## src/rtl/meduram_arb_pkg.sv

```systemverilog
// Shared definitions for the MEDURAM port arbiter: requester-id sizing and
// the tag that follows each accepted read through the RAM latency.
package meduram_arb_pkg;

  localparam int TAG_ID_WIDTH = 8;

  function automatic int idWidth(input int nReq);
    return (nReq <= 2) ? 1 : $clog2(nReq);
  endfunction

  typedef struct packed {
    logic                    en;
    logic [TAG_ID_WIDTH-1:0] id;
  } tag_t;

endpackage

```

## src/rtl/meduram_rr_pick2.sv

```systemverilog
// Combinational two-winner round-robin picker. Winner A is the first request
// at or after the pointer; winner B is the next one after A, unless masked off.
module meduram_rr_pick2 #(
  parameter int N_REQ    = 4,
  parameter int ID_WIDTH = 2
) (
  input  logic [N_REQ-1:0]    i_req,
  input  logic [ID_WIDTH-1:0] i_ptr,
  input  logic [N_REQ-1:0]    i_blockB,
  output logic                o_aValid,
  output logic [ID_WIDTH-1:0] o_aIdx,
  output logic                o_bValid,
  output logic [ID_WIDTH-1:0] o_bIdx
);

  logic                w_aValid;
  logic [ID_WIDTH-1:0] w_aIdx;
  logic                w_bFound;
  logic [ID_WIDTH-1:0] w_bIdx;

  always_comb begin
    logic [ID_WIDTH-1:0] idx;
    idx      = '0;
    w_aValid = 1'b0;
    w_aIdx   = '0;
    w_bFound = 1'b0;
    w_bIdx   = '0;
    for (int k = 0; k < N_REQ; k++) begin
      idx = ID_WIDTH'((int'(i_ptr) + k) % N_REQ);
      if (i_req[idx]) begin
        if (!w_aValid) begin
          w_aValid = 1'b1;
          w_aIdx   = idx;
        end else if (!w_bFound) begin
          w_bFound = 1'b1;
          w_bIdx   = idx;
        end
      end
    end
  end

  // The mask only cancels B; it never promotes a later requester into B's slot.
  assign o_aValid = w_aValid;
  assign o_aIdx   = w_aIdx;
  assign o_bValid = w_bFound && !i_blockB[w_bIdx];
  assign o_bIdx   = w_bIdx;

endmodule

```

## src/rtl/meduram_port_arbiter.sv

```systemverilog
// Shares a 2-write/2-read RAM between N_REQ requesters: round-robin picks two
// writes and two reads per cycle and routes read data back by requester id.
module meduram_port_arbiter
  import meduram_arb_pkg::*;
#(
  parameter int ADDR_WIDTH = 8,
  parameter int RAM_DEPTH  = 2 ** ADDR_WIDTH,
  parameter int DATA_WIDTH = 32,
  parameter int N_REQ      = 4,
  parameter int RD_LATENCY = 1
) (
  input  logic                        aclk,
  input  logic                        areset,
  input  logic [N_REQ-1:0]            wr_valid,
  output logic [N_REQ-1:0]            wr_ready,
  input  logic [N_REQ*ADDR_WIDTH-1:0] wr_addr,
  input  logic [N_REQ*DATA_WIDTH-1:0] wr_data,
  input  logic [N_REQ-1:0]            rd_valid,
  output logic [N_REQ-1:0]            rd_ready,
  input  logic [N_REQ*ADDR_WIDTH-1:0] rd_addr,
  output logic [N_REQ-1:0]            rsp_valid,
  output logic [N_REQ*DATA_WIDTH-1:0] rsp_data,
  output logic                        wren1,
  output logic                        wren2,
  output logic [ADDR_WIDTH-1:0]       wraddr1,
  output logic [ADDR_WIDTH-1:0]       wraddr2,
  output logic [DATA_WIDTH-1:0]       wrdata1,
  output logic [DATA_WIDTH-1:0]       wrdata2,
  output logic                        rden1,
  output logic                        rden2,
  output logic [ADDR_WIDTH-1:0]       rdaddr1,
  output logic [ADDR_WIDTH-1:0]       rdaddr2,
  input  logic [DATA_WIDTH-1:0]       rddata1,
  input  logic [DATA_WIDTH-1:0]       rddata2
);

  localparam int ID_WIDTH = idWidth(N_REQ);

  if (N_REQ < 2 || RD_LATENCY < 1 || ID_WIDTH > TAG_ID_WIDTH ||
      RAM_DEPTH > (1 << ADDR_WIDTH)) begin : g_badParams
    $error("meduram_port_arbiter: unsupported parameter combination");
  end

  logic [ADDR_WIDTH-1:0] w_wrAddr [N_REQ];
  logic [DATA_WIDTH-1:0] w_wrData [N_REQ];
  logic [ADDR_WIDTH-1:0] w_rdAddr [N_REQ];

  for (genvar g = 0; g < N_REQ; g++) begin : g_unpack
    assign w_wrAddr[g] = wr_addr[g*ADDR_WIDTH +: ADDR_WIDTH];
    assign w_wrData[g] = wr_data[g*DATA_WIDTH +: DATA_WIDTH];
    assign w_rdAddr[g] = rd_addr[g*ADDR_WIDTH +: ADDR_WIDTH];
  end

  logic [ID_WIDTH-1:0] r_wrPtr, r_rdPtr;
  logic                w_wrAValid, w_wrBValid, w_rdAValid, w_rdBValid;
  logic [ID_WIDTH-1:0] w_wrAIdx, w_wrBIdx, w_rdAIdx, w_rdBIdx;
  logic [N_REQ-1:0]    w_wrBlock;
  logic                w_wrGntA, w_wrGntB, w_rdGntA, w_rdGntB;

  // A second write to the address port 1 is writing must wait a cycle.
  always_comb begin
    w_wrBlock = '0;
    for (int i = 0; i < N_REQ; i++) begin
      w_wrBlock[i] = (w_wrAddr[i] == w_wrAddr[w_wrAIdx]);
    end
  end

  meduram_rr_pick2 #(.N_REQ(N_REQ), .ID_WIDTH(ID_WIDTH)) u_wrPick (
    .i_req    (wr_valid),
    .i_ptr    (r_wrPtr),
    .i_blockB (w_wrBlock),
    .o_aValid (w_wrAValid),
    .o_aIdx   (w_wrAIdx),
    .o_bValid (w_wrBValid),
    .o_bIdx   (w_wrBIdx)
  );

  meduram_rr_pick2 #(.N_REQ(N_REQ), .ID_WIDTH(ID_WIDTH)) u_rdPick (
    .i_req    (rd_valid),
    .i_ptr    (r_rdPtr),
    .i_blockB ({N_REQ{1'b0}}),
    .o_aValid (w_rdAValid),
    .o_aIdx   (w_rdAIdx),
    .o_bValid (w_rdBValid),
    .o_bIdx   (w_rdBIdx)
  );

  assign w_wrGntA = w_wrAValid && !areset;
  assign w_wrGntB = w_wrBValid && !areset;
  assign w_rdGntA = w_rdAValid && !areset;
  assign w_rdGntB = w_rdBValid && !areset;

  always_comb begin
    wr_ready = '0;
    rd_ready = '0;
    if (w_wrGntA) wr_ready[w_wrAIdx] = 1'b1;
    if (w_wrGntB) wr_ready[w_wrBIdx] = 1'b1;
    if (w_rdGntA) rd_ready[w_rdAIdx] = 1'b1;
    if (w_rdGntB) rd_ready[w_rdBIdx] = 1'b1;
  end

  always_comb begin
    wren1   = w_wrGntA;
    wren2   = w_wrGntB;
    rden1   = w_rdGntA;
    rden2   = w_rdGntB;
    wraddr1 = '0;
    wrdata1 = '0;
    wraddr2 = '0;
    wrdata2 = '0;
    rdaddr1 = '0;
    rdaddr2 = '0;
    if (w_wrGntA) begin
      wraddr1 = w_wrAddr[w_wrAIdx];
      wrdata1 = w_wrData[w_wrAIdx];
    end
    if (w_wrGntB) begin
      wraddr2 = w_wrAddr[w_wrBIdx];
      wrdata2 = w_wrData[w_wrBIdx];
    end
    if (w_rdGntA) rdaddr1 = w_rdAddr[w_rdAIdx];
    if (w_rdGntB) rdaddr2 = w_rdAddr[w_rdBIdx];
  end

  function automatic logic [ID_WIDTH-1:0] nextIdx(input logic [ID_WIDTH-1:0] idx);
    return (int'(idx) >= N_REQ - 1) ? '0 : idx + ID_WIDTH'(1);
  endfunction

  // Pointers move just past the last requester actually granted.
  always_ff @(posedge aclk or posedge areset) begin
    if (areset) begin
      r_wrPtr <= '0;
      r_rdPtr <= '0;
    end else begin
      if (w_wrGntB)      r_wrPtr <= nextIdx(w_wrBIdx);
      else if (w_wrGntA) r_wrPtr <= nextIdx(w_wrAIdx);
      if (w_rdGntB)      r_rdPtr <= nextIdx(w_rdBIdx);
      else if (w_rdGntA) r_rdPtr <= nextIdx(w_rdAIdx);
    end
  end

  tag_t r_tag1 [RD_LATENCY];
  tag_t r_tag2 [RD_LATENCY];
  tag_t w_tag1In, w_tag2In, w_tag1Out, w_tag2Out;

  always_comb begin
    w_tag1In.en = w_rdGntA;
    w_tag1In.id = TAG_ID_WIDTH'(w_rdAIdx);
    w_tag2In.en = w_rdGntB;
    w_tag2In.id = TAG_ID_WIDTH'(w_rdBIdx);
  end

  always_ff @(posedge aclk or posedge areset) begin
    if (areset) begin
      for (int s = 0; s < RD_LATENCY; s++) begin
        r_tag1[s] <= '0;
        r_tag2[s] <= '0;
      end
    end else begin
      r_tag1[0] <= w_tag1In;
      r_tag2[0] <= w_tag2In;
      for (int s = 1; s < RD_LATENCY; s++) begin
        r_tag1[s] <= r_tag1[s-1];
        r_tag2[s] <= r_tag2[s-1];
      end
    end
  end

  assign w_tag1Out = r_tag1[RD_LATENCY-1];
  assign w_tag2Out = r_tag2[RD_LATENCY-1];

  logic [N_REQ-1:0]      w_hit1, w_hit2;
  logic [DATA_WIDTH-1:0] w_rspData [N_REQ];
  logic [DATA_WIDTH-1:0] r_rspHold [N_REQ];

  // Lanes without a strobe keep presenting the last data they received.
  always_comb begin
    for (int i = 0; i < N_REQ; i++) begin
      w_hit1[i]    = w_tag1Out.en && (w_tag1Out.id == TAG_ID_WIDTH'(i));
      w_hit2[i]    = w_tag2Out.en && (w_tag2Out.id == TAG_ID_WIDTH'(i));
      w_rspData[i] = w_hit1[i] ? rddata1 : (w_hit2[i] ? rddata2 : r_rspHold[i]);
    end
  end

  always_ff @(posedge aclk or posedge areset) begin
    if (areset) begin
      for (int i = 0; i < N_REQ; i++) r_rspHold[i] <= '0;
    end else begin
      for (int i = 0; i < N_REQ; i++) r_rspHold[i] <= w_rspData[i];
    end
  end

  assign rsp_valid = w_hit1 | w_hit2;

  for (genvar g = 0; g < N_REQ; g++) begin : g_pack
    assign rsp_data[g*DATA_WIDTH +: DATA_WIDTH] = w_rspData[g];
  end

endmodule

```

## config.mk

```make
export PLATFORM = sky130hd
export DESIGN_NAME = meduram_port_arbiter
export DESIGN_NICKNAME = d
export VERILOG_FILES = /design/src/rtl/meduram_arb_pkg.sv /design/src/rtl/meduram_rr_pick2.sv /design/src/rtl/meduram_port_arbiter.sv
export SDC_FILE = /design/constraint.sdc
export NUM_CORES = 1
export LEC_CHECK = 0
export ABC_AREA = 1
export ABC_CLOCK_PERIOD_IN_PS = 22100
export CORE_AREA = 2 2 194 196
export CTS_BUF_LIST = sky130_fd_sc_hd__clkbuf_8
export DETAILED_ROUTE_END_ITERATION = 7
export DIE_AREA = 0 0 196 198
export HOLD_SLACK_MARGIN = 0.1
export RECOVER_POWER = 25
export SLEW_MARGIN = 20
export SYNTH_ARGS = -nofsm -noshare
export SYNTH_HDL_FRONTEND = slang
export SYNTH_HIERARCHICAL = 1
export SYNTH_SLANG_ARGS = --single-unit
```

## constraint.sdc

```tcl
create_clock -name aclk -period 22.1 [get_ports aclk]
set_input_delay 5.525 -clock aclk [delete_from_list [all_inputs] [get_ports aclk]]
set_output_delay 5.525 -clock aclk [all_outputs]
set_load 0.01 [all_outputs]
```

==> key figures, run 1 <==
Synth
  – Yosys warnings: 6
  – Synth cell types: 35
  – Synth area leader: dfrtp_1
  – Top cell type's share of synthesized area: 0.3010
  – Seq/Total Area, Yosys: 0.3010
  – Post-synth top cells: nand2_1 (412), o21ai_0 (255), inv_1 (204)
  – Post-synthesis cell area: 11470 sq um
  – Post-synth EDFFs: 0
  – Post-synth top flop: dfrtp_1
  – Seq cells post-synth: 138
  – Mapped Cells: 1732
  – Synth area leaders: dfrtp_1 (30%), nand2_1 (13%), o211ai_1 (12%)
  – Ys async rst share: 1.000
  – Syn Area/Cell: 6.624 sq um
  – Most frequent cell after synthesis: nand2_1

Critical path
  – Critical Path Source: wr_valid[1]
  – R2r endpoint: r_wrPtr[1]
  – Worst Setup End Kind: output pin
  – CP Data Required Time: 16.58 ns
  – Critical Path End: wr_ready[1]
  – Startpoint types: primary input
  – Slowest cell on crit path: buf_4
  – R2R Path Start: r_wrPtr[0]
  – Critical path arrival: 11.42 ns
  – Worst Path Max Fanout: 101
  – Reg2Reg Depth: 29
  – R2R Setup Slk: 16.38 ns
  – Most used cell, CP: nand2_1
  – Slowest stage delay, CP: 0.78 ns
  – Setup CP Type: primary input to output pin

Routing
  – Detailed Route WL: 49.52 mm
  – Residual DRC: 0
  – Routed Antenna Nets: 0
  – DR iter-0 viols: 908
  – DRT Pass-1 Iters: 5
  – Wire per inst: 18.76 microns
  – Vias/cell: 5.130
  – Via count: 13.54k

Layout
  – Fin nets: 2440
  – P&R area growth vs syn: 49.44%
  – Share of cells above drive strength 1: 0.06559
  – FILL cells: 3667

Clock network
  – Clock buffer depth: 2
  – CTS tree: done
  – Clock slew at reported path FFs: 0.08 ns
  – Clk_lat worst skew: 0.46 ns
  – Clock Sinks: 138
  – H-tree lvl count: 4
  – Total setup buffers inserted after CTS: 0
  – TritonCTS Buffers: 17
  – Post-CTS sizing: 0
  – Clock root buffer: clkbuf_8
  – Post-CTS Hold Fix Bufs: 0

Timing
  – Period minus WS final: 16.94 ns
  – Final period utilization: 0.7666
  – Fmax: 59.02 MHz
  – Final Hold Vio Count: 0
  – Setup Skew: 0.02538 ns
  – Relative slew margins: -0.1894
  – Worst-margin pin slew: 1.774 ns
  – Final setup viols: 0
  – RSZ-0062 raised after global routing: no
  – TNS Setup: 0 ns
  – Final Max Tran Viols: 37

Place
  – Port Buffers: 505
  – Routability congestion estimate: 0.9487
  – DPL Wire Length: 36.91 mm

Outcome
  – Outcome: finished, violations left
  – Failing checks: max-capacitance violations, max-slew violations

GRT
  – Number of global-route vias before repair: 13.02k
  – Pin count of the biggest net entering global routing: 102
  – Total gr overflow: 0
  – Total GRT Usage: 0.2472
  – Initial antenna violation count: 1
  – First-pass GRT wire length: 75.85 mm

Floorplan
  – Ports: 506
  – Core Rows: 71
  – Core footprint: 36960 sq um
  – Die ar.: 38810 sq um
  – Initial Util: 0.3105
  – Die X: 196 microns
  – Die height: 198 microns

Hold path
  – Hold wc startpoint: r_rspHold[93]
  – Hold Crit Class: flop to flop

Job
  – Max Cap Viol: 1
==> worst max-delay path: cells and delay by family <==
kind / cells / cell delay [ns]
fa+ha+maj: 1 / 0.30
buf+inv: 9 / 2.61
compound gates: 3 / 0.86
simple gates: 18 / 2.07
==> cell type report <==
cell class / instances / area [sq um] / area share
antenna: 1 / 2.502 / 0.0001459
multi-input combinational: 1256 / 6654 / 0.3881
timing repair buffer: 525 / 5225 / 0.3047
tap: 474 / 593.1 / 0.03459
clock buffer: 19 / 261.5 / 0.01525
inverter: 216 / 832.0 / 0.04853
sequential: 138 / 3453 / 0.2014
clock inverter: 11 / 125.1 / 0.007297
==> state kept, by name, indices dropped and copies added (netlist names) <==
| register | flops |
|---|---|
| r_rspHold | 128 |
| r_tag1 | 3 |
| r_tag2 | 3 |
| r_rdPtr | 2 |
| r_wrPtr | 2 |
==> worst min path at each step <==
stage                    endpoint  slack [ns]  cells past startpoint
floorplan              r_rdPtr[0]        0.57                      2
global placement    r_rspHold[70]        0.53                      2
detailed placement  r_rspHold[35]        0.54                      2
CTS                 r_rspHold[95]        0.56                      2
global route        r_rspHold[63]        0.58                      2
finish              r_rspHold[93]        0.55                      2
==> placed cells by master (no fill, tap or decap), types with 3 or more instances in the layout <==
cell / instances
nand2_1: 410
o22ai_1: 4
a22o_1: 6
clkinv_4: 3
buf_4: 19
clkinvlp_4: 3
nor2_1: 42
nand3_2: 22
ha_1: 20
clkdlybuf4s50_1: 474
a21oi_1: 186
nand3_1: 43
dlygate4sd3_1: 31
inv_6: 3
inv_1: 205
dfrtp_1: 138
nor2_4: 3
o21ai_0: 261
nand2_2: 44
o211ai_1: 180
inv_2: 8
nand3b_1: 12
conb_1: 4
nand2_4: 6
clkbuf_8: 19
==> kinds of logic (layout without fill, tap and decap cells) <==
kind of cell	after synthesis	count (layout)	share of synthesized area
AO/OA/AOI/OAI	645	645	0.3239
AND/OR/NAND/NOR	587	587	0.2274
buffers and inverters	341	771	0.1256
flip-flops	138	138	0.3010
adder cells (fa/ha/maj)	20	20	0.02181
other	1	5	0.0003268
==> metal layers <==
| metal | track usage | up-vias | share of wire |
|---|---|---|---|
| li1 | - | 6678 | - |
| met1 | 0.3288 | 6320 | 0.45 |
| met2 | 0.4024 | 489 | 0.46 |
| met3 | 0.05689 | 57 | 0.069 |
| met4 | 0.06874 | 0 | 0.022 |
| met5 | 0 | - | 0 |
==> per-stage QoR <==
stage | std cells | util | worst slack, ns | hold slack, ns | instance area (sq um)
floorplan | 1735 | - | 6.768 | 0.5654 | 11480
global placement | 2608 | 0.4528 | 4.924 | 0.5349 | 16730
detailed placement | 2608 | 0.4528 | 4.839 | 0.5404 | 16730
CTS | 2638 | 0.4633 | 4.840 | 0.5634 | 17120
global route | 2640 | 0.4640 | 4.591 | 0.5814 | 17150
finish | 2640 | 0.4640 | 5.157 | 0.5523 | 17150
Power of run 1 is not shown: default switching activity piles up to over one toggle a cycle in this logic, so the estimate is an artifact.
==> run 2, diff against run 1 <==
Settings changed: ABC_CLOCK_PERIOD_IN_PS 22100 to 17600.
Clock period 22.1 ns to 17.6 ns, I/O delays scaled along.
==> key figures, run 2 (synthesized netlist as in run 1, its figures left out) <==
Critical path
  – R2R Path Start: r_wrPtr[0] (unchanged)
  – Setup CP Type: primary input to output pin (unchanged)
  – Critical path arrival: 10.18 ns (was 11.42 ns)
  – R2R Setup Slk: 11.96 ns (was 16.38 ns)
  – Slowest stage delay, CP: 0.80 ns (was 0.78 ns)
  – R2r endpoint: r_wrPtr[1] (unchanged)
  – Reg2Reg Depth: 27 (was 29)
  – WP buf/inv: 7 (was 9)
  – Most used cell, CP: nand2_1 (unchanged)
  – Worst Setup End Kind: output pin (unchanged)
  – Slowest cell on crit path: buf_4 (unchanged)
  – CP Data Required Time: 13.20 ns (was 16.58 ns)
  – CP delay by family, top: buffers and inverters (unchanged)
  – Startpoint types: primary input (unchanged)
  – Worst Path Max Fanout: 96 (was 101)

Layout
  – Reg with most FFs: r_rspHold (unchanged)
  – Max FFs per register: 128 (unchanged)
  – Most frequent cells in the layout: clkdlybuf4s50_1 (473), nand2_1 (410), o21ai_0 (261) (was clkdlybuf4s50_1 (474), nand2_1 (410), o21ai_0 (261))
  – Top Registers: r_rspHold x128, r_tag1 x3, r_tag2 x3 (unchanged)
  – Most common cell after layout, fill and taps aside: clkdlybuf4s50_1 (unchanged)
  – Fin nets: 2439 (was 2440)
  – P&R area growth vs syn: 49.42% (was 49.44%)
  – Share of cells above drive strength 1: 0.06608 (was 0.06559)

Clock network
  – CTS tree: done (unchanged)
  – Post-CTS Hold Fix Bufs: 0 (unchanged)
  – Post-CTS sizing: 0 (unchanged)
  – Clock slew at reported path FFs: 0.07 ns (was 0.08 ns)
  – Clock root buffer: clkbuf_8 (unchanged)
  – Clock Sinks: 138 (unchanged)
  – Total setup buffers inserted after CTS: 0 (unchanged)
  – Clk_lat worst skew: 0.46 ns (about the same)
  – TritonCTS Buffers: 17 (unchanged)
  – Clock buffer depth: 2 (unchanged)
  – H-tree lvl count: 4 (unchanged)

Hold path
  – Hold wc startpoint: r_rspHold[89] (was r_rspHold[93])
  – Worst Hold Path EP: r_rspHold[89] (was r_rspHold[93])
  – Hold depth: 2 (unchanged)
  – Hold Crit Class: flop to flop (unchanged)

Floorplan
  – Die height: 198 microns (unchanged)
  – Ports: 506 (unchanged)
  – Initial Util: 0.3105 (unchanged)
  – Core Rows: 71 (unchanged)
  – Core footprint: 36960 sq um (unchanged)
  – Die X: 196 microns (unchanged)
  – Die ar.: 38810 sq um (unchanged)

Routing
  – DRT Pass-1 Iters: 5 (unchanged)
  – Vias/cell: 5.159 (was 5.130)
  – Residual DRC: 0 (unchanged)
  – DR iter-0 viols: 865 (was 908)
  – Detailed Route WL: 48.98 mm (was 49.52 mm)
  – Wire per inst: 18.55 microns (was 18.76 microns)
  – Routed Antenna Nets: 0 (unchanged)
  – Via count: 13.62k (was 13.54k)

GRT
  – Total gr overflow: 0 (unchanged)
  – First-pass GRT wire length: 74.46 mm (was 75.85 mm)
  – Pin count of the biggest net entering global routing: 97 (was 102)
  – Total GRT Usage: 0.2440 (was 0.2472)
  – Number of global-route vias before repair: 12.78k (was 13.02k)
  – Initial antenna violation count: 2 (was 1)

Timing
  – Final Hold Vio Count: 0 (unchanged)
  – Setup Skew: 0.01622 ns (was 0.02538 ns)
  – Relative slew margins: -0.03902 (was -0.1894)
  – Fmax: 68.59 MHz
  – Worst-margin pin slew: 1.550 ns (was 1.774 ns)
  – RSZ-0062 raised after global routing: no (unchanged)
  – TNS Setup: 0 ns (unchanged)
  – Final setup viols: 0 (unchanged)
  – Final period utilization: 0.8284
  – Final Max Tran Viols: 32 (was 37)
  – Final worst setup slack: 3.020 ns (was 5.157 ns)
  – Period minus WS final: 14.58 ns

Place
  – DPL Wire Length: 36.65 mm (was 36.91 mm)
  – Port Buffers: 505 (unchanged)
  – Routability congestion estimate: 0.9263 (was 0.9487)
  – Pre-CTS WS: 3.121 ns (was 4.839 ns)

Outcome
  – Failing checks: max-capacitance violations, max-slew violations (unchanged)
  – Outcome: finished, violations left (unchanged)

Job
  – Max Cap Viol: 1 (unchanged)
## run 2: worst max path at each step
stage / to / depth (start not counted) / from
5_1_grt: wr_ready[0] / 29 / wr_valid[1]
2_1_floorplan: wr_ready[0] / 4 / areset
3_3_place_gp: wr_ready[0] / 29 / wr_valid[1]
4_1_cts: wr_ready[0] / 29 / wr_valid[1]
6_report: wr_ready[0] / 29 / wr_valid[1]
3_5_place_dp: wr_ready[0] / 29 / wr_valid[1]
## run 2: per-layer routing
layer  track usage  routed length [microns]  vias up
met5             0                        0        -
met2        0.4054                    23130      527
met3       0.05672                     3629       54
li1              -                        -     6691
met4       0.05808                      801        0
met1        0.3213                    21420     6347
## run 2: worst min-delay path, stage by stage (launching register included)
cell      delay [ns]
dfrtp_1         0.32
o211ai_1        0.08
o21ai_0         0.10
## run 2: final cells by class
class	count	area, sq um
diodes	2	5.005
clock buffers	17	234.0
clock inverters	13	167.7
fillers	3758	19810
inverters	216	832.0
multi-input cells	1256	6661
flip-flops and latches	138	3453
well taps	474	593.1
repair buffers	524	5197
## run 2: metrics by stage
stage | std cells | hold WS (ns) | util | cell area (sq um)
2_1_floorplan | 1735 | 0.5654 | - | 11480
5_1_grt | 2640 | 0.5792 | 0.4639 | 17140
3_3_place_gp | 2608 | 0.5334 | 0.4528 | 16730
6_report | 2640 | 0.5538 | 0.4639 | 17140
3_5_place_dp | 2608 | 0.5357 | 0.4528 | 16730
4_1_cts | 2638 | 0.5611 | 0.4637 | 17140
Power of run 2 is left out for the same reason.
==> run 3, diff against run 2 <==
Settings changed: ABC_CLOCK_PERIOD_IN_PS 17600 to 13300, PLACE_DENSITY set to 0.65.
Clock period 17.6 ns to 13.3 ns, I/O delays scaled along.
==> key figures, run 3 (synthesized netlist as in run 1, its figures left out) <==
Layout
  – Area occupied by registers: 3453 sq um (unchanged)
  – Finished Layout Cells: 2642 (was 2640)
  – P&R area growth vs syn: 49.01% (was 49.42%)
  – Top Registers: r_rspHold x128, r_tag1 x3, r_tag2 x3 (unchanged)
  – Design area: 17100 sq um (was 17140 sq um)
  – FILL cells: 3734 (was 3758)
  – Share of cells above drive strength 1: 0.06651 (was 0.06608)
  – Most common cell after layout, fill and taps aside: clkdlybuf4s50_1 (unchanged)
  – Max FFs per register: 128 (unchanged)
  – Multi-input logic area: 6654 sq um (was 6661 sq um)
  – Fin nets: 2438 (was 2439)
  – Reg with most FFs: r_rspHold (unchanged)
  – Most frequent cells in the layout: clkdlybuf4s50_1 (473), nand2_1 (410), o21ai_0 (261) (unchanged)

Hold path
  – Hold Crit Class: flop to flop (unchanged)

GRT
  – Initial antenna violation count: 2 (unchanged)
  – Total GRT Usage: 0.2404 (was 0.2440)
  – Number of global-route vias before repair: 12.83k (was 12.78k)
  – Pin count of the biggest net entering global routing: 99 (was 97)
  – Total gr overflow: 0 (unchanged)
  – GR peak layer: met2 (unchanged)
  – Met1 GRT Util: 0.3103 (was 0.3213)
  – M2 GR Usage: 0.3866 (was 0.4054)
  – First-pass GRT wire length: 72.98 mm (was 74.46 mm)
  – Grt met3 use: 0.07205 (was 0.05672)

Critical path
  – Critical path arrival: 8.37 ns (was 10.18 ns)
  – Slowest cell on crit path: buf_4 (unchanged)
  – Most used cell, CP: nand2_1 (unchanged)
  – Worst Path Max Fanout: 45 (was 96)
  – Worst Setup End Kind: output pin (unchanged)
  – Setup CP Type: primary input to output pin (unchanged)
  – CP Data Required Time: 9.97 ns (was 13.20 ns)
  – Startpoint types: primary input (unchanged)
  – Slowest stage delay, CP: 0.51 ns (was 0.80 ns)

Routing
  – Detailed Route WL: 48.81 mm (was 48.98 mm)
  – Via count: 13.69k (was 13.62k)
  – DRT Pass-1 Iters: 7 (was 5)
  – Vias/cell: 5.181 (was 5.159)
  – DR iter-0 viols: 891 (was 865)
  – Residual DRC: 0 (unchanged)
  – Wire per inst: 18.47 microns (was 18.55 microns)
  – Routed Antenna Nets: 0 (unchanged)

Timing
  – Final Hold Vio Count: 0 (unchanged)
  – Period minus WS final: 11.69 ns
  – RSZ-0062 raised after global routing: no (unchanged)
  – Relative slew margins: 0.2499 (was -0.03902)
  – Final worst setup slack: 1.607 ns (was 3.020 ns)
  – Final period utilization: 0.8792
  – Setup Skew: 0.02305 ns (was 0.01622 ns)
  – Fmax: 85.52 MHz
  – Worst-margin pin slew: 1.125 ns (was 1.550 ns)
  – TNS Setup: 0 ns (unchanged)
  – Final setup viols: 0 (unchanged)
  – Final Max Tran Viols: 0 (was 32)

Clock network
  – Post-CTS Hold Fix Bufs: 0 (unchanged)
  – H-tree lvl count: 4 (unchanged)
  – Post-CTS sizing: 0 (unchanged)
  – TritonCTS Buffers: 17 (unchanged)
  – CTS tree: done (unchanged)
  – Clock slew at reported path FFs: 0.08 ns (was 0.07 ns)
  – Total setup buffers inserted after CTS: 0 (unchanged)
  – Clock buffer depth: 2 (unchanged)
  – Clock root buffer: clkbuf_8 (unchanged)
  – Clk_lat worst skew: 0.47 ns (was 0.46 ns)
  – Clock Sinks: 138 (unchanged)

Floorplan
  – Ports: 506 (unchanged)
  – Core Rows: 71 (unchanged)
  – Die height: 198 microns (unchanged)
  – Initial Util: 0.3105 (unchanged)
  – Core footprint: 36960 sq um (unchanged)
  – Die ar.: 38810 sq um (unchanged)
  – Die X: 196 microns (unchanged)

Place
  – Post-placement cell count: 2607 (was 2608)
  – Dpl cell area: 16730 sq um (about the same)
  – Pre-CTS WS: 1.697 ns (was 3.121 ns)
  – Port Buffers: 505 (unchanged)
  – DPL Wire Length: 35.93 mm (was 36.65 mm)
  – Routability congestion estimate: 0.8984 (was 0.9263)

Job
  – Max Cap Viol: 0 (was 1)

Outcome
  – Outcome: finished, final reports clean (was finished, violations left)
-- run 3: path summary, 6_finish.rpt --
path                                from             to  slack, ns  depth (start not counted)
max                          wr_valid[3]    wr_ready[1]       1.61                         27
min                        r_rspHold[99]  r_rspHold[99]       0.56                          2
max reg2reg                   r_wrPtr[0]     r_wrPtr[1]       8.40                         25
min reg2reg                r_rspHold[99]  r_rspHold[99]       0.56                          2
max in group asynchronous         areset  r_rspHold[77]       8.70                          3
min in group asynchronous         areset   r_rspHold[5]       3.46                          2
-- run 3: final cells by class --
| cell class | count | area share |
|---|---|---|
| inverters | 216 | 0.04889 |
| diodes | 3 | 0.0004391 |
| flip-flops and latches | 138 | 0.2020 |
| clock inverters | 15 | 0.007538 |
| multi-input cells | 1256 | 0.3892 |
| repair buffers | 523 | 0.3036 |
| well taps | 474 | 0.03469 |
| clock buffers | 17 | 0.01369 |
-- run 3: layer usage --
layer  vias up  part of all wire
li1       6681                 -
met3        70             0.089
met1      6382              0.43
met4         2             0.027
met5         -           0.00035
met2       553              0.46
-- run 3: worst max-delay path, delay by kind of cell --
family | cells | cell delay, ns
compound gates | 4 | 1.06
buf+inv | 6 | 2.21
simple gates | 16 | 1.43
fa+ha+maj | 1 | 0.30
-- run 3: through the flow --
step                        util  hold slack [ns]
after global placement    0.4526           0.5342
final                     0.4626           0.5603
after global routing      0.4625           0.5883
after detailed placement  0.4526           0.5344
after CTS                 0.4624           0.5682
after floorplan                -           0.5654
Power of run 3 is left out for the same reason.
==> RTL edit 1 (settings of run 3) <==
Change the parameter `ADDR_WIDTH` from 8 to 7.
--- a/src/rtl/meduram_port_arbiter.sv
+++ b/src/rtl/meduram_port_arbiter.sv
@@ -3,7 +3,7 @@
 module meduram_port_arbiter
   import meduram_arb_pkg::*;
 #(
-  parameter int ADDR_WIDTH = 8,
+  parameter int ADDR_WIDTH = 7,
   parameter int RAM_DEPTH  = 2 ** ADDR_WIDTH,
   parameter int DATA_WIDTH = 32,
   parameter int N_REQ      = 4,
Interface: changed (6 resized); port bits go from 506 to 494. No check against the original RTL was run, so the function may have changed too.
==> RTL edit 1 against run 3 <==
  * Clock skew is 0.014 ns lower
  * Area after synthesis decreased by 0.50%
  * Via count down 2.8%
  * First-iteration DRC count decreased by 22%
  * Design area is 0.91% lower
  * Sequential cell count unchanged
  * Routed wire length is 1.6% lower
  * Sequential share of layout area up 0.19 points
  * Register-to-register slack worse by 0.34 ns
  * Worst setup slack lost 0.10 ns
  * Critical path type unchanged
Power is not shown: default switching activity piles up to over one toggle a cycle in this logic, so the estimate is an artifact.
==> RTL edit 1: results <==
[finish]
clock_buffer_count = 18
multi_input_area_share = 0.388
reg.largest.list = "r_rspHold: 128 flops, r_tag1: 3 flops, r_tag2: 3 flops"
drive_above_1_share = 0.0712
nNonClkBuffers = 512
nets = 2373
buf_share = 0.300
nMultiInputCombCells = 1213
inv_count = 213
clockNetworkAreaShare = 0.0240
seq_cells = 138
seqCellArea_um2 = 3450
fillers = 3739

[clock_tree]
numCtsBuffers = 17
cts_root_buf = "clkbuf_8"
htree_num_levels = 4
clkTransAtPathRegs_ns = 0.07
insertion_delay_ns = 0.45
cts_resized = 0

[synth]
synth_area_leaders = "dfrtp_1 (30%), nand2_1 (13%), o211ai_1 (12%)"
syn_inst = 1684
ys_seq_area_frac = 0.302
ys.flop_type = "dfrtp_1"
synth-compound-area-share = 0.320
synth-adder-area-share = 0.0219
synth.distinct_cells = 34
synth_common_cells = "nand2_1 (382), o21ai_0 (238), inv_1 (200)"

[timing]
fin_worst_skew_ns = 0.00869
slew-limit-headroom = 0.268

[placed_design]
dp_hpwl_um = 36600
post-place-ws_ns = 1.60
gp_congestion = 0.937
dpl.cell_count = 2550
io_buffers = 493

[status]
status = "finished clean"

[worst_setup_path]
cp.arrival_ns = 8.47
ff2ff_path_depth = 27
critPathMaxFanout = 31

[global_routing]
antenna_found_initial = 4
grt_pass1_wl_um = 73200
grt_pass1_vias = 12700
grt_util_met3 = 0.0700
grt_util_met1 = 0.291
grt_use_met2 = 0.410
grt_max_degree = 116
gr-usage-all-layers = 0.240

[routing]
route.met2.wl_um = 23100
drtIter0Drc = 696
wl_per_cell_um = 18.6
vias_per_cell = 5.15
met3_length_um = 3760
top_layer_used = "met5"
wl_met1_um = 19800
drt-pass1-iter-count = 5
wirelength_um = 48000

[hold_path]
holdPathStages = 2
RTL edit 1: metrics by stage:
step                      cell area, um2  hold slack [ns]
after floorplan                    11400            0.565
after global placement             16500            0.531
after detailed placement           16500            0.541
after CTS                          16900            0.559
after global routing               16900            0.591
final                              16900            0.551
RTL edit 1: worst paths after layout:
kind	start	endpoint	slack, ns
worst min-delay path	r_rspHold[127]	r_rspHold[127]	0.55
worst min register to register	r_rspHold[127]	r_rspHold[127]	0.55
max in group asynchronous	areset	r_rspHold[127]	8.46
min in group asynchronous	areset	r_rspHold[103]	3.49
worst max-delay path	wr_valid[3]	wr_ready[1]	1.51
worst max register to register	r_wrPtr[0]	r_wrPtr[1]	8.06
RTL edit 1: critical path, stage by stage:
cell and delay [ns]:
clkdlybuf4s50_1 0.43, inv_1 0.06, nand2_1 0.07, nand3_2 0.12, nand2_2 0.13, ha_1 0.30, nand2_1 0.05, nand3_1 0.07
o21ai_0 0.13, a21oi_4 0.90, inv_8 0.20, nand2_1 0.14, nand3_2 0.14, nand2_4 0.13, nand2_1 0.06, nand2_1 0.07
nand3_1 0.09, nor2_1 0.11, inv_1 0.05, nand3_1 0.09, nand3_2 0.08, nand2_1 0.10, nor2_1 0.04, nand2_1 0.29
buf_4 0.32, inv_1 0.17, a22o_1 0.27, clkdlybuf4s50_1 0.49
RTL edit 1: kinds of logic (layout without fill, tap and decap cells):
logic type,Yosys count,count (layout)
AO/OA/AOI/OAI,634,634
other,1,7
AND/OR/NAND/NOR,555,555
adder cells (fa/ha/maj),20,20
buffers and inverters,336,757
flip-flops,138,138
==> RTL edit 2 (flow settings as in run 3) <==
Made on the original files. Reset style: synchronous (`areset`), changed in 3 clocked blocks.
--- a/src/rtl/meduram_port_arbiter.sv
+++ b/src/rtl/meduram_port_arbiter.sv
@@ -127,7 +127,7 @@
   endfunction
 
   // Pointers move just past the last requester actually granted.
-  always_ff @(posedge aclk or posedge areset) begin
+  always_ff @(posedge aclk) begin
     if (areset) begin
       r_wrPtr <= '0;
       r_rdPtr <= '0;
@@ -150,7 +150,7 @@
     w_tag2In.id = TAG_ID_WIDTH'(w_rdBIdx);
   end
 
-  always_ff @(posedge aclk or posedge areset) begin
+  always_ff @(posedge aclk) begin
     if (areset) begin
       for (int s = 0; s < RD_LATENCY; s++) begin
         r_tag1[s] <= '0;
@@ -182,7 +182,7 @@
     end
   end
 
-  always_ff @(posedge aclk or posedge areset) begin
+  always_ff @(posedge aclk) begin
     if (areset) begin
       for (int i = 0; i < N_REQ; i++) r_rspHold[i] <= '0;
     end else begin
Behaviour: not the same (Yosys sat finds a counterexample within 4 cycles, from zero or initial values and one cycle with areset high; the reset may be asserted at any time).
==> RTL edit 2 against run 3 <==
  * The flow now finishes with violations (capacitance limit, slew limit)
  * Area after synthesis grew 7.1%
  * Routed wire length increased by 6.2%
  * Clock skew decreased by 0.0089 ns
  * Worst setup slack worse by 0.49 ns
  * Design area grew 3.7%
  * Sequential cell count did not move
  * Final cell count grew 10%
  * Highest routed layer unchanged
==> RTL edit 2: results <==
[status]
status = "finished, violations left"
violations = "capacitance limit, slew limit"

[routing]
drtIter0Drc = 949
drt-pass1-iter-count = 6
met3_length_um = 4510
wl_met1_um = 22300
vias_per_cell = 5.10
wirelength_um = 51900

[run]
maxCapViolations = 1

[finish]
area_growth_pct = 44.3
seqCellArea_um2 = 2760
nets = 2706
clock_buffer_count = 21
nMultiInputCombCells = 1486

[global_routing]
grt_pass1_vias = 13600
grt_util_met1 = 0.333
grt_use_met2 = 0.411

[timing]
hold-worst-slack_ns = 0.612
final-max-slew-violation-count = 42
tightest_slew_ns = 2.55
fin_worst_skew_ns = 0.0142

[synth]
synth_common_cells = "nand2_1 (519), inv_1 (239), a21oi_1 (190)"
synth-compound-area-share = 0.312
syn_inst = 2017
ys_seq_area_frac = 0.225
synth_area_leaders = "dfxtp_1 (22%), nand2_1 (16%), a21oi_1 (7.7%)"

[worst_setup_path]
slowest_delay_ns = 0.68
ff2ff_path_depth = 28
rr_endpoint = "r_wrPtr[0]"
r2r-start = "r_wrPtr[0]"
critPathMaxFanout = 34

[placed_design]
post-place-ws_ns = 1.19

[hold_path]
min_from = "r_rdPtr[1]"
## RTL edit 2: cell count changes after synthesis, moves of 31 or more
| cell | change |
|---|---|
| inv_1 | +35 |
| o21ai_2 | +70 |
| nand2_1 | +107 |
| dfxtp_1 | +138 |
| nor2_1 | +31 |
| dfrtp_1 | -138 |
| o211ai_1 | -97 |
| o21a_1 | +33 |
| o21ai_0 | -103 |
| o21ai_1 | +99 |
| and2_1 | +95 |
## RTL edit 2: how the worst max path moves through the flow
| stage | from | endpoint | slack (ns) | depth (start not counted) |
|---|---|---|---|---|
| final | wr_valid[1] | wraddr2[7] | 1.12 | 30 |
| after global routing | wr_valid[1] | wraddr2[7] | 0.64 | 30 |
| after CTS | wr_valid[1] | wraddr2[7] | 1.19 | 30 |
| after detailed placement | wr_valid[1] | wraddr2[7] | 1.19 | 30 |
| after global placement | wr_valid[3] | wraddr2[7] | 1.29 | 30 |
| after floorplan | wr_valid[3] | wraddr2[0] | 3.55 | 30 |
